`config.mk`:
```
export PLATFORM = sky130hd
export DESIGN_NAME = sync_fifo_prog
export DESIGN_NICKNAME = d
export VERILOG_FILES = /design/src/rtl/sync_fifo_pkg.sv /design/src/rtl/sync_fifo_ram.sv /design/src/rtl/sync_fifo_prog.sv
export SDC_FILE = /design/constraint.sdc
export NUM_CORES = 1
export LEC_CHECK = 0
export CAP_MARGIN = 20
export CORE_AREA = 4 4 268 270
export CTS_CLUSTER_DIAMETER = 80
export DETAILED_ROUTE_END_ITERATION = 6
export DIE_AREA = 0 0 272 274
export PLACE_DENSITY = 0.89
export SKIP_LAST_GASP = 1
export SYNTH_ARGS = -nofsm -noshare
export SYNTH_HDL_FRONTEND = slang
export SYNTH_SLANG_ARGS = --single-unit
```
`constraint.sdc`:
```
create_clock -name clk_i -period 5.9 [get_ports clk_i]
set_input_delay 0.885 -clock clk_i [delete_from_list [all_inputs] [get_ports clk_i]]
set_output_delay 0.885 -clock clk_i [all_outputs]
set_load 0.01 [all_outputs]
```
`src/rtl/sync_fifo_pkg.sv`:
```
// Shared constants and helpers for the programmable synchronous FIFO.
// Provides the count/pointer width function and the read-mode selectors.
package sync_fifo_pkg;

  localparam int DEFAULT_DATA_WIDTH = 32;
  localparam int DEFAULT_FIFO_DEPTH = 32;

  localparam int STANDARD = 0;
  localparam int FWFT     = 1;

  // Width of pointers and the occupancy count: one extra bit so that 0..FIFO_DEPTH fits.
  function automatic int cnt_width(input int depth);
    return $clog2(depth) + 1;
  endfunction

endpackage

```
`src/rtl/sync_fifo_ram.sv`:
```
// Simple dual-port storage for sync_fifo_prog: synchronous write, registered read in
// standard mode, combinational read of the addressed word in first-word-fall-through mode.
module sync_fifo_ram
  import sync_fifo_pkg::*;
#(
  parameter int DATA_WIDTH = DEFAULT_DATA_WIDTH,
  parameter int FIFO_DEPTH = DEFAULT_FIFO_DEPTH,
  parameter int READ_MODE  = STANDARD
) (
  input  logic                                 clk_i,
  input  logic                                 rst_i,
  input  logic                                 clear_i,
  input  logic                                 we_i,
  input  logic [cnt_width(FIFO_DEPTH)-2:0]     waddr_i,
  input  logic [DATA_WIDTH-1:0]                wdata_i,
  input  logic                                 re_i,
  input  logic [cnt_width(FIFO_DEPTH)-2:0]     raddr_i,
  output logic [DATA_WIDTH-1:0]                rdata_o
);

  logic [DATA_WIDTH-1:0] mem_q [FIFO_DEPTH];

  // Storage array is intentionally not reset.
  always_ff @(posedge clk_i) begin
    if (we_i) begin
      mem_q[waddr_i] <= wdata_i;
    end
  end

  if (READ_MODE == STANDARD) begin : g_std_read
    logic [DATA_WIDTH-1:0] rdata_q;

    always_ff @(posedge clk_i or posedge rst_i) begin
      if (rst_i) begin
        rdata_q <= '0;
      end else if (clear_i) begin
        rdata_q <= '0;
      end else if (re_i) begin
        rdata_q <= mem_q[raddr_i];
      end else begin
        rdata_q <= rdata_q;
      end
    end

    assign rdata_o = rdata_q;
  end else begin : g_fwft_read
    logic unused_read;
    assign unused_read = re_i ^ clear_i ^ rst_i;
    assign rdata_o     = mem_q[raddr_i];
  end

endmodule

```
`src/rtl/sync_fifo_prog.sv`:
```
// Synchronous FIFO with programmable almost-full/almost-empty thresholds, sticky
// overflow/underflow flags and selectable standard or first-word-fall-through reads.
module sync_fifo_prog
  import sync_fifo_pkg::*;
#(
  parameter int DATA_WIDTH = DEFAULT_DATA_WIDTH,
  parameter int FIFO_DEPTH = DEFAULT_FIFO_DEPTH,
  parameter int FWFT       = 0,
  parameter int AF_LEVEL   = 28,
  parameter int AE_LEVEL   = 4
) (
  input  logic                              clk_i,
  input  logic                              rst_i,
  input  logic                              clear_i,
  input  logic                              write_i,
  input  logic [DATA_WIDTH-1:0]             wr_data_i,
  input  logic                              read_i,
  output logic [DATA_WIDTH-1:0]             rd_data_o,
  output logic                              full_o,
  output logic                              empty_o,
  output logic                              almost_full_o,
  output logic                              almost_empty_o,
  output logic [cnt_width(FIFO_DEPTH)-1:0]  count_o,
  output logic                              overflow_o,
  output logic                              underflow_o
);

  localparam int CW = cnt_width(FIFO_DEPTH);
  localparam int AW = CW - 1;
  localparam logic [CW-1:0] ONE    = CW'(1);
  localparam logic [CW-1:0] AF_CNT = CW'(AF_LEVEL);
  localparam logic [CW-1:0] AE_CNT = CW'(AE_LEVEL);

  if (((FIFO_DEPTH & (FIFO_DEPTH - 1)) != 0) || (FIFO_DEPTH < 4) ||
      (AF_LEVEL > FIFO_DEPTH) || (AE_LEVEL >= AF_LEVEL)) begin : g_bad_params
    $error("sync_fifo_prog: illegal FIFO_DEPTH/AF_LEVEL/AE_LEVEL combination");
  end

  logic [CW-1:0]         wr_ptr_q, wr_ptr_d, rd_ptr_q, rd_ptr_d, count_q, count_d;
  logic                  full_q, full_d, empty_q, empty_d;
  logic                  af_q, af_d, ae_q, ae_d, ovf_q, ovf_d, unf_q, unf_d;
  logic                  wr_accept, rd_accept;
  logic [DATA_WIDTH-1:0] ram_rdata;

  // A full FIFO never writes through, even when the same cycle also reads.
  assign wr_accept = write_i && !full_q && !clear_i;
  assign rd_accept = read_i && !empty_q && !clear_i;

  // Next-state pointers, occupancy and sticky errors; flags decode from the next state.
  always_comb begin
    wr_ptr_d = wr_ptr_q;
    rd_ptr_d = rd_ptr_q;
    count_d  = count_q;
    ovf_d    = ovf_q;
    unf_d    = unf_q;
    if (clear_i) begin
      wr_ptr_d = '0;
      rd_ptr_d = '0;
      count_d  = '0;
      ovf_d    = 1'b0;
      unf_d    = 1'b0;
    end else begin
      if (wr_accept) begin
        wr_ptr_d = wr_ptr_q + ONE;
      end else begin
        wr_ptr_d = wr_ptr_q;
      end
      if (rd_accept) begin
        rd_ptr_d = rd_ptr_q + ONE;
      end else begin
        rd_ptr_d = rd_ptr_q;
      end
      case ({wr_accept, rd_accept})
        2'b10:   count_d = count_q + ONE;
        2'b01:   count_d = count_q - ONE;
        default: count_d = count_q;
      endcase
      ovf_d = ovf_q || (write_i && full_q);
      unf_d = unf_q || (read_i && empty_q);
    end
    full_d  = (wr_ptr_d[AW] != rd_ptr_d[AW]) && (wr_ptr_d[AW-1:0] == rd_ptr_d[AW-1:0]);
    empty_d = (wr_ptr_d == rd_ptr_d);
    af_d    = (count_d >= AF_CNT);
    ae_d    = (count_d <= AE_CNT);
  end

  always_ff @(posedge clk_i or posedge rst_i) begin
    if (rst_i) begin
      wr_ptr_q <= '0;
      rd_ptr_q <= '0;
      count_q  <= '0;
      full_q   <= 1'b0;
      empty_q  <= 1'b1;
      af_q     <= 1'b0;
      ae_q     <= 1'b1;
      ovf_q    <= 1'b0;
      unf_q    <= 1'b0;
    end else begin
      wr_ptr_q <= wr_ptr_d;
      rd_ptr_q <= rd_ptr_d;
      count_q  <= count_d;
      full_q   <= full_d;
      empty_q  <= empty_d;
      af_q     <= af_d;
      ae_q     <= ae_d;
      ovf_q    <= ovf_d;
      unf_q    <= unf_d;
    end
  end

  sync_fifo_ram #(
    .DATA_WIDTH (DATA_WIDTH),
    .FIFO_DEPTH (FIFO_DEPTH),
    .READ_MODE  (FWFT)
  ) u_ram (
    .clk_i   (clk_i),
    .rst_i   (rst_i),
    .clear_i (clear_i),
    .we_i    (wr_accept),
    .waddr_i (wr_ptr_q[AW-1:0]),
    .wdata_i (wr_data_i),
    .re_i    (rd_accept),
    .raddr_i (rd_ptr_q[AW-1:0]),
    .rdata_o (ram_rdata)
  );

  // In fall-through mode the head word is shown only while data is present.
  if (FWFT == STANDARD) begin : g_std_out
    assign rd_data_o = ram_rdata;
  end else begin : g_fwft_out
    assign rd_data_o = empty_q ? '0 : ram_rdata;
  end

  assign full_o         = full_q;
  assign empty_o        = empty_q;
  assign almost_full_o  = af_q;
  assign almost_empty_o = ae_q;
  assign count_o        = count_q;
  assign overflow_o     = ovf_q;
  assign underflow_o    = unf_q;

endmodule
```
**Word level (Yosys, flattened, before mapping)**

Memories as Yosys holds them, arrays and structs flattened.
Index checks and enable logic that the tools add are counted.

- $lt $le $gt $ge: 2
- Mux-type cells: 12
- Eq/ne operators: 5
- Add/subtract/negate cells: 4
- Reduce and logical (&&, ||, !) cells: 13

Operators with widths:

| operator | count |
|---|---|
| $mux 32 | 2 |
| $mux 6 | 5 |
| $add 6x1->6 const B | 3 |
| $pmux 6 s2 | 1 |
| $logic_and 1x1->1 | 7 |
| $eq 6x6->1 | 1 |
| $ge 6x5->1 const B | 1 |
| $le 6x3->1 const B | 1 |
| $sub 6x1->6 const B | 1 |
| $eq 5x5->1 | 1 |
| $mux 1 | 4 |
| $logic_not 1->1 | 3 |
| $eq 2x1->1 const B | 1 |
| $eq 2x2->1 const B | 1 |
| $logic_or 1x1->1 | 2 |
| $reduce_bool 2->1 | 1 |
| $ne 1x1->1 | 1 |

- Register bits after elaboration: 56
- RAM bits: 1024
- Memories: 1
- Logic and storage cells: 47
- Output and inout bits: 44
- Input port bits: 37

Memory list:

| name | words | bits a word | read ports | clocked after memory_dff | write ports | RTL line | text |
|---|---|---|---|---|---|---|---|
| u_ram.mem_q | 32 | 32 | 1 | 0 | 1 | sync_fifo_ram.sv:21 | `logic [DATA_WIDTH-1:0] mem_q [FIFO_DEPTH];` |

**Logic depth before layout (Yosys ltp)**

- Word-level depth: 7
- Depth in mapped cells: 14
- Depth with buffers taken out: 12

**Modules after synthesis**

From an unflattened synthesis, not the netlist that was laid out.

- Cell total of the unflattened synthesis: 2152
- Area total of the unflattened synthesis: 42155.4 um^2

Modules (own cells, without submodules):

| module | cells each | sequential area each (um^2) | area each (um^2) | instances |
|---|---|---|---|---|
| sync_fifo_ram | 2006 | 31550.3 | 40714.0 | 1 |
| sync_fifo_prog | 146 | 603.1 | 1441.4 | 1 |

**Worst setup path before layout**

Ideal clock, no wire load.

- Kind: in2reg
- From: input clear_i
- To: register ae_q, in the netlist almost_empty_o
- Stages: 14
- Buffers on the path: 4
- Setup time: 121 ps
- Path slack: 2235 ps
- Data arrival time: 3543 ps
- Data required time: 5779 ps
- Cells stage by stage: clkbuf_1 > buf_1 > buf_1 > nor2_1 > ha_1 > buf_2 > xor2_1 > ha_1 > a21oi_1 > o311ai_0 > nor2_1 > xnor2_1 > nor2_1 > a2111oi_0

- Word-level cells in the longest chain between the ends: 6
- Elaborated cells between the ends (all ways): 8
- Classes of those cells: order compare: 1; eq/ne: 2; mux: 2; reduce/logical: 3

RTL lines:

| what | RTL line | text |
|---|---|---|
| start: declaration | sync_fifo_prog.sv:14 | `input logic clear_i,` |
| $logic_not 1->1 | sync_fifo_prog.sv:46, sync_fifo_prog.sv:47 |  |
| $logic_and 1x1->1, on equally long branches | sync_fifo_prog.sv:47, sync_fifo_prog.sv:46 |  |
| $eq 2x1->1 / $eq 2x2->1 (equally long branches) | sync_fifo_prog.sv:73 | `case ({wr_accept, rd_accept})` |
| $pmux 6 s2 | sync_fifo_prog.sv:73 |  |
| $mux 6 * | sync_fifo_prog.sv:56 | `if (clear_i) begin` |
| net count_d[4] | sync_fifo_prog.sv:39 | `logic [CW-1:0] wr_ptr_q, wr_ptr_d, rd_ptr_q, rd_ptr_d, count_q, count_d;` |
| $le 6x3->1 * | sync_fifo_prog.sv:84 | `ae_d = (count_d <= AE_CNT);` |
| net ae_d | sync_fifo_prog.sv:41 | `logic af_q, af_d, ae_q, ae_d, ovf_q, ovf_d, unf_q, unf_d;` |
| end signal: assignment | sync_fifo_prog.sv:95 | `ae_q <= 1'b1;` |
| end signal: assignment | sync_fifo_prog.sv:105 | `ae_q <= ae_d;` |
| end: declaration | sync_fifo_prog.sv:41 |  |

Mark *: on every way through the listed nets, which the timed path passes. The rest lies on a longest branch.
A chain may end at the register's enable or synchronous reset.

**Worst setup path after layout**

- From: input write_i
- To: memory u_ram.mem_q[16][14] in the netlist's numbering (enable)

- Word-level cells in the longest chain between the ends: 4

RTL lines:

| what | RTL line | text |
|---|---|---|
| start: declaration | sync_fifo_prog.sv:15 | `input logic write_i,` |
| $logic_and 1x1->1 (2 in a row) | sync_fifo_prog.sv:46 | `assign wr_accept = write_i && !full_q && !clear_i;` |
| $mux 1 | sync_fifo_ram.sv:25 | `if (we_i) begin` |
| $mux 1 (implied by the code) | sync_fifo_ram.sv:26 | `mem_q[waddr_i] <= wdata_i;` |
| end: declaration | sync_fifo_ram.sv:21 |  |

Every way passes these cells.

==> key figures <==
Synth
  • Synth Area in Adders: 0.00242
  • Mapped Avg Cell Area: 22.2 µm²
  • Flops & latches, synth: 1,080
  • Synth Area in Compound Gates: 0.0288
  • Main synth FF type: edfxtp_1
  • Mux contribution to synthesized area: 0.156
  • Mapped Cells: 1,868
  • Post-synth ARST share: 0.0519
  • Leading area contributor after synthesis: edfxtp_1
  • Synth Area in Simple Gates: 0.0199
  • Largest family of logic cells by synthesized area: multiplexers
  • Synth Area in XOR/XNOR: 0.00380
  • Post-synth EDFFs: 1,024
  • Top cell type's share of synthesized area: 0.742
  • Warnings, synthesis: 0
  • Synth cell types: 49
  • Synthesized area: 41,400 µm²
  • Synth Net Count: roughly 1,900
  • Register area share after synthesis: 0.776
  • Synth top area cells: edfxtp_1, mux4_2, dfrtp_1

Finish
  • Area growth, synth to finish: 12.8%
  • Final nets: 2,040
  • Fraction of layout cells with a size suffix above 1: 0.242
  • Final std cells w/o fill: approximately 3,000
  • Design area: about 47,000 µm²

Global route
  • Grt ovf: 0
  • First-pass GRT wire length: 160,000 µm
  • GRT Util Overall: 0.307
  • Largest net degree at the start of global routing: 132
  • Antenna violations before repair: 10
  • Number of global-route vias before repair: 21,300

Timing
  • Clk_skew: 17.2 ps
  • Peak Freq: 243 MHz
  • Fin. max-slew vios: 0
  • Headroom to the max-slew limit: 0.232
  • Post-route setup TNS: 0 ps
  • Final setup viols: 0
  • Final worst path period need: 4110 ps
  • Hold Violations, Final: 0
  • RSZ-0062 raised after global routing: no
  • Slew @ Worst Pin: 1150 ps
  • Part of the cycle the worst path needs: 0.696

Clock tree
  • Post-CTS resize count: 0
  • CTS Sinks: 1,080
  • Total CTS buffers: 98
  • Clock Tree Root: clkbuf_16
  • CTS HTree Levels: 3
  • Worst-Skew Late Latency: 670 ps
  • Clock tree buffer depth: 3
  • Post-CTS Setup Inserts: 0
  • TritonCTS clock tree: done
  • Post-CTS Hold Buffers: 0
  • Worst-path clk slew: 70 ps

Routing
  • Drt via density: 7.13
  • First-pass DRT Iterations: 6
  • Metal2 WL: 57,700 µm
  • Wire length on met1: 35,900 µm
  • Routed wl met3: about 14,000 µm
  • ANT nets after route: 0
  • Top layer used by detailed routing: met5
  • Drt wl/cell: 38.2 µm
  • DRC: 0
  • Via count: approximately 21,000
  • Iteration-0 DRC Markers: 4,246
  • DRT Wirelength: 115,000 µm

Place
  • DP Cell Count: approximately 2,800
  • Post-DP HPWL: between 60,000 and 70,000 µm
  • Port Buffers: 80
  • Final GP Congestion: 0.889
  • Placed cell area: between 40,000 and 50,000 µm²

Critical path
  • Slowest cell on the critical path: nor2_4
  • Max incr delay on CP: 980 ps
  • Buffers and inverters on the worst path: 2
  • CP startpoint kind: primary input
  • Worst Path Required: 6270 ps
  • Cell chain of the critical path: clkdlybuf4s50_1 -> nor2b_1 -> nor2b_1 -> nand2_1 -> nor2_4 -> buf_4
  • CP top delay family: simple AND/OR/NAND/NOR gates
  • Crit Path Category: in2reg
  • Crit-path most repeated cell: nor2b_1
  • Critical Path AT: 4480 ps
  • CP Capture Type: flip-flop
  • Crit-path max FO: 24

Pwr
  • Net switching power: 3310 µW
  • Sw frac: 0.217
  • Clock Power Share: 0.394
  • Gate power share: 0.052
  • Peak VDD IR: 291 µV
  • Cell internal pwr: 12,000 µW
  • LEAKAGE: 0.0143 µW
  • PwrDens: 327 nW/µm²
  • Sequential share of power: 0.554

Min path
  • Hold crit path type: reg2reg

Floorplan
  • Starting Density: 0.596
  • I/O pin count: 81
  • Cell Rows: 97
  • Die width: 272 µm
  • Die Y: 274 µm
  • Die ar.: 74,500 µm²
  • CORE AREA: 69,500 µm²

Run
  • Max cap viols: 0

Outcome
  • Status: finished, final reports clean
==> cell families after synthesis <==
| group | count (synthesis) |
|---|---|
| flip-flops | 1080 |
| multiplexers | 324 |
| AND/OR/NAND/NOR | 162 |
| AO/OA/AOI/OAI | 158 |
| buffers and inverters | 118 |
| XOR/XNOR | 18 |
| adder cells (fa/ha/maj) | 8 |
==> synthesized netlist by cell type, types with 2 or more instances <==
library cell and instances:
a211oi_1 34, a21oi_1 43, a221o_1 32, a31oi_1 2, and2_1 32, buf_1 8, buf_2 17, buf_4 15
buf_6 6, clkbuf_1 63, dfrtp_1 54, dfstp_2 2, edfxtp_1 1024, ha_1 8, inv_1 8, mux2i_1 67
mux4_2 256, nand2_1 12, nand2b_1 4, nand3_1 4, nand3b_1 4, nand4_1 3, nor2_1 54, nor2b_1 6
nor3_1 32, o211ai_1 2, o21ai_0 4, o221ai_1 32, or3_1 3, or3b_2 2, xnor2_1 6, xor2_1 12
==> final cells by class <==
cell class              instances  area [µm²]
diodes                          2        5.00
clock buffers                 122        2620
clock inverters                55         364
fillers                      4016       22800
inverters                       9        36.3
multi-input cells             670        8970
flip-flops and latches       1080       32200
well taps                     940        1180
repair buffers                136        1430
==> worst paths after layout <==
path	cells past startpoint	endpoint	slack, ps	start
max reg2reg	5	u_ram.mem_q[16][14]$_DFFE_PP_	2130	full_o$_DFF_PP0_
min in group asynchronous	2	count_o[0]$_DFF_PP0_	580	rst_i
max	6	u_ram.mem_q[16][14]$_DFFE_PP_	1790	write_i
max in group asynchronous	3	u_ram.rdata_o[12]$_DFFE_PP0P_	4330	rst_i
min reg2reg	2	overflow_o$_DFF_PP0_	510	overflow_o$_DFF_PP0_
min	2	overflow_o$_DFF_PP0_	510	overflow_o$_DFF_PP0_
==> state kept, by name (all words and copies together) (netlist names) <==
name and flops:
wr_ptr_q 6, u_ram.rdata_o 32, almost_empty_o 1, almost_full_o 1, count_o 6, rd_ptr_q 6
overflow_o 1, u_ram.mem_q 1024, empty_o 1, full_o 1, underflow_o 1
==> worst reg2reg max path, delay by kind of cell, from the launching register on <==
kind | cells | cell delay [ps]
buffers and inverters | 1 | 350
DFF | 1 | 390
and+or+nand+nor | 4 | 2750
==> power by group through the flow <==
stage                     sequential [µW]  clock [µW]  combinational, µW
final                                8470        6030                788
after global routing                 8470        6410                816
after CTS                            8470        6030                774
after detailed placement             8630           0                759
after global placement               8630           0                726
after floorplan                      8620           0                412
==> per-stage QoR <==
stage          total power [µW]  hold slack, ps  worst slack [ps]   util
4_1_cts                   15300             514              1950  0.669
3_5_place_dp               9390             499              1360  0.626
6_report                  15300             509              1790  0.672
3_3_place_gp               9360             479              1400  0.626
2_1_floorplan              9030             512              2240      -
5_1_grt                   15700             562              1730  0.672
==> per-layer routing <==
metal  global-route usage  vias up
met4                0.136        8
li1                     -     8134
met3               0.0808      362
met2                0.512     1985
met1                0.386    11000
met5                    0        -
==> cell usage in the layout, fill, tap and decap left out, types with 3 or more instances in the layout <==
cell and n:
xor2_1 12, buf_12 11, clkinvlp_4 4, clkinv_2 23, a211oi_1 34, o21ai_0 4, dfrtp_4 3, dfrtp_1 51
nand2b_1 4, buf_4 40, xnor2_1 6, mux4_2 256, edfxtp_1 1024, clkbuf_1 19, and2_1 32, nor2b_1 6
clkbuf_16 100, nor2_1 21, inv_1 7, a21oi_1 43, buf_16 5, mux2i_1 67, nor3_1 32, clkbuf_8 3
ha_1 8, or3_1 3, nand4_1 3, nand2_1 12, a221o_1 32, nor2_4 33, o221ai_1 32, clkinv_1 21
buf_2 6, nand3_1 4, clkdlybuf4s50_1 74, nand3b_1 4
No activity file was read; power rests on OpenSTA's default activity.
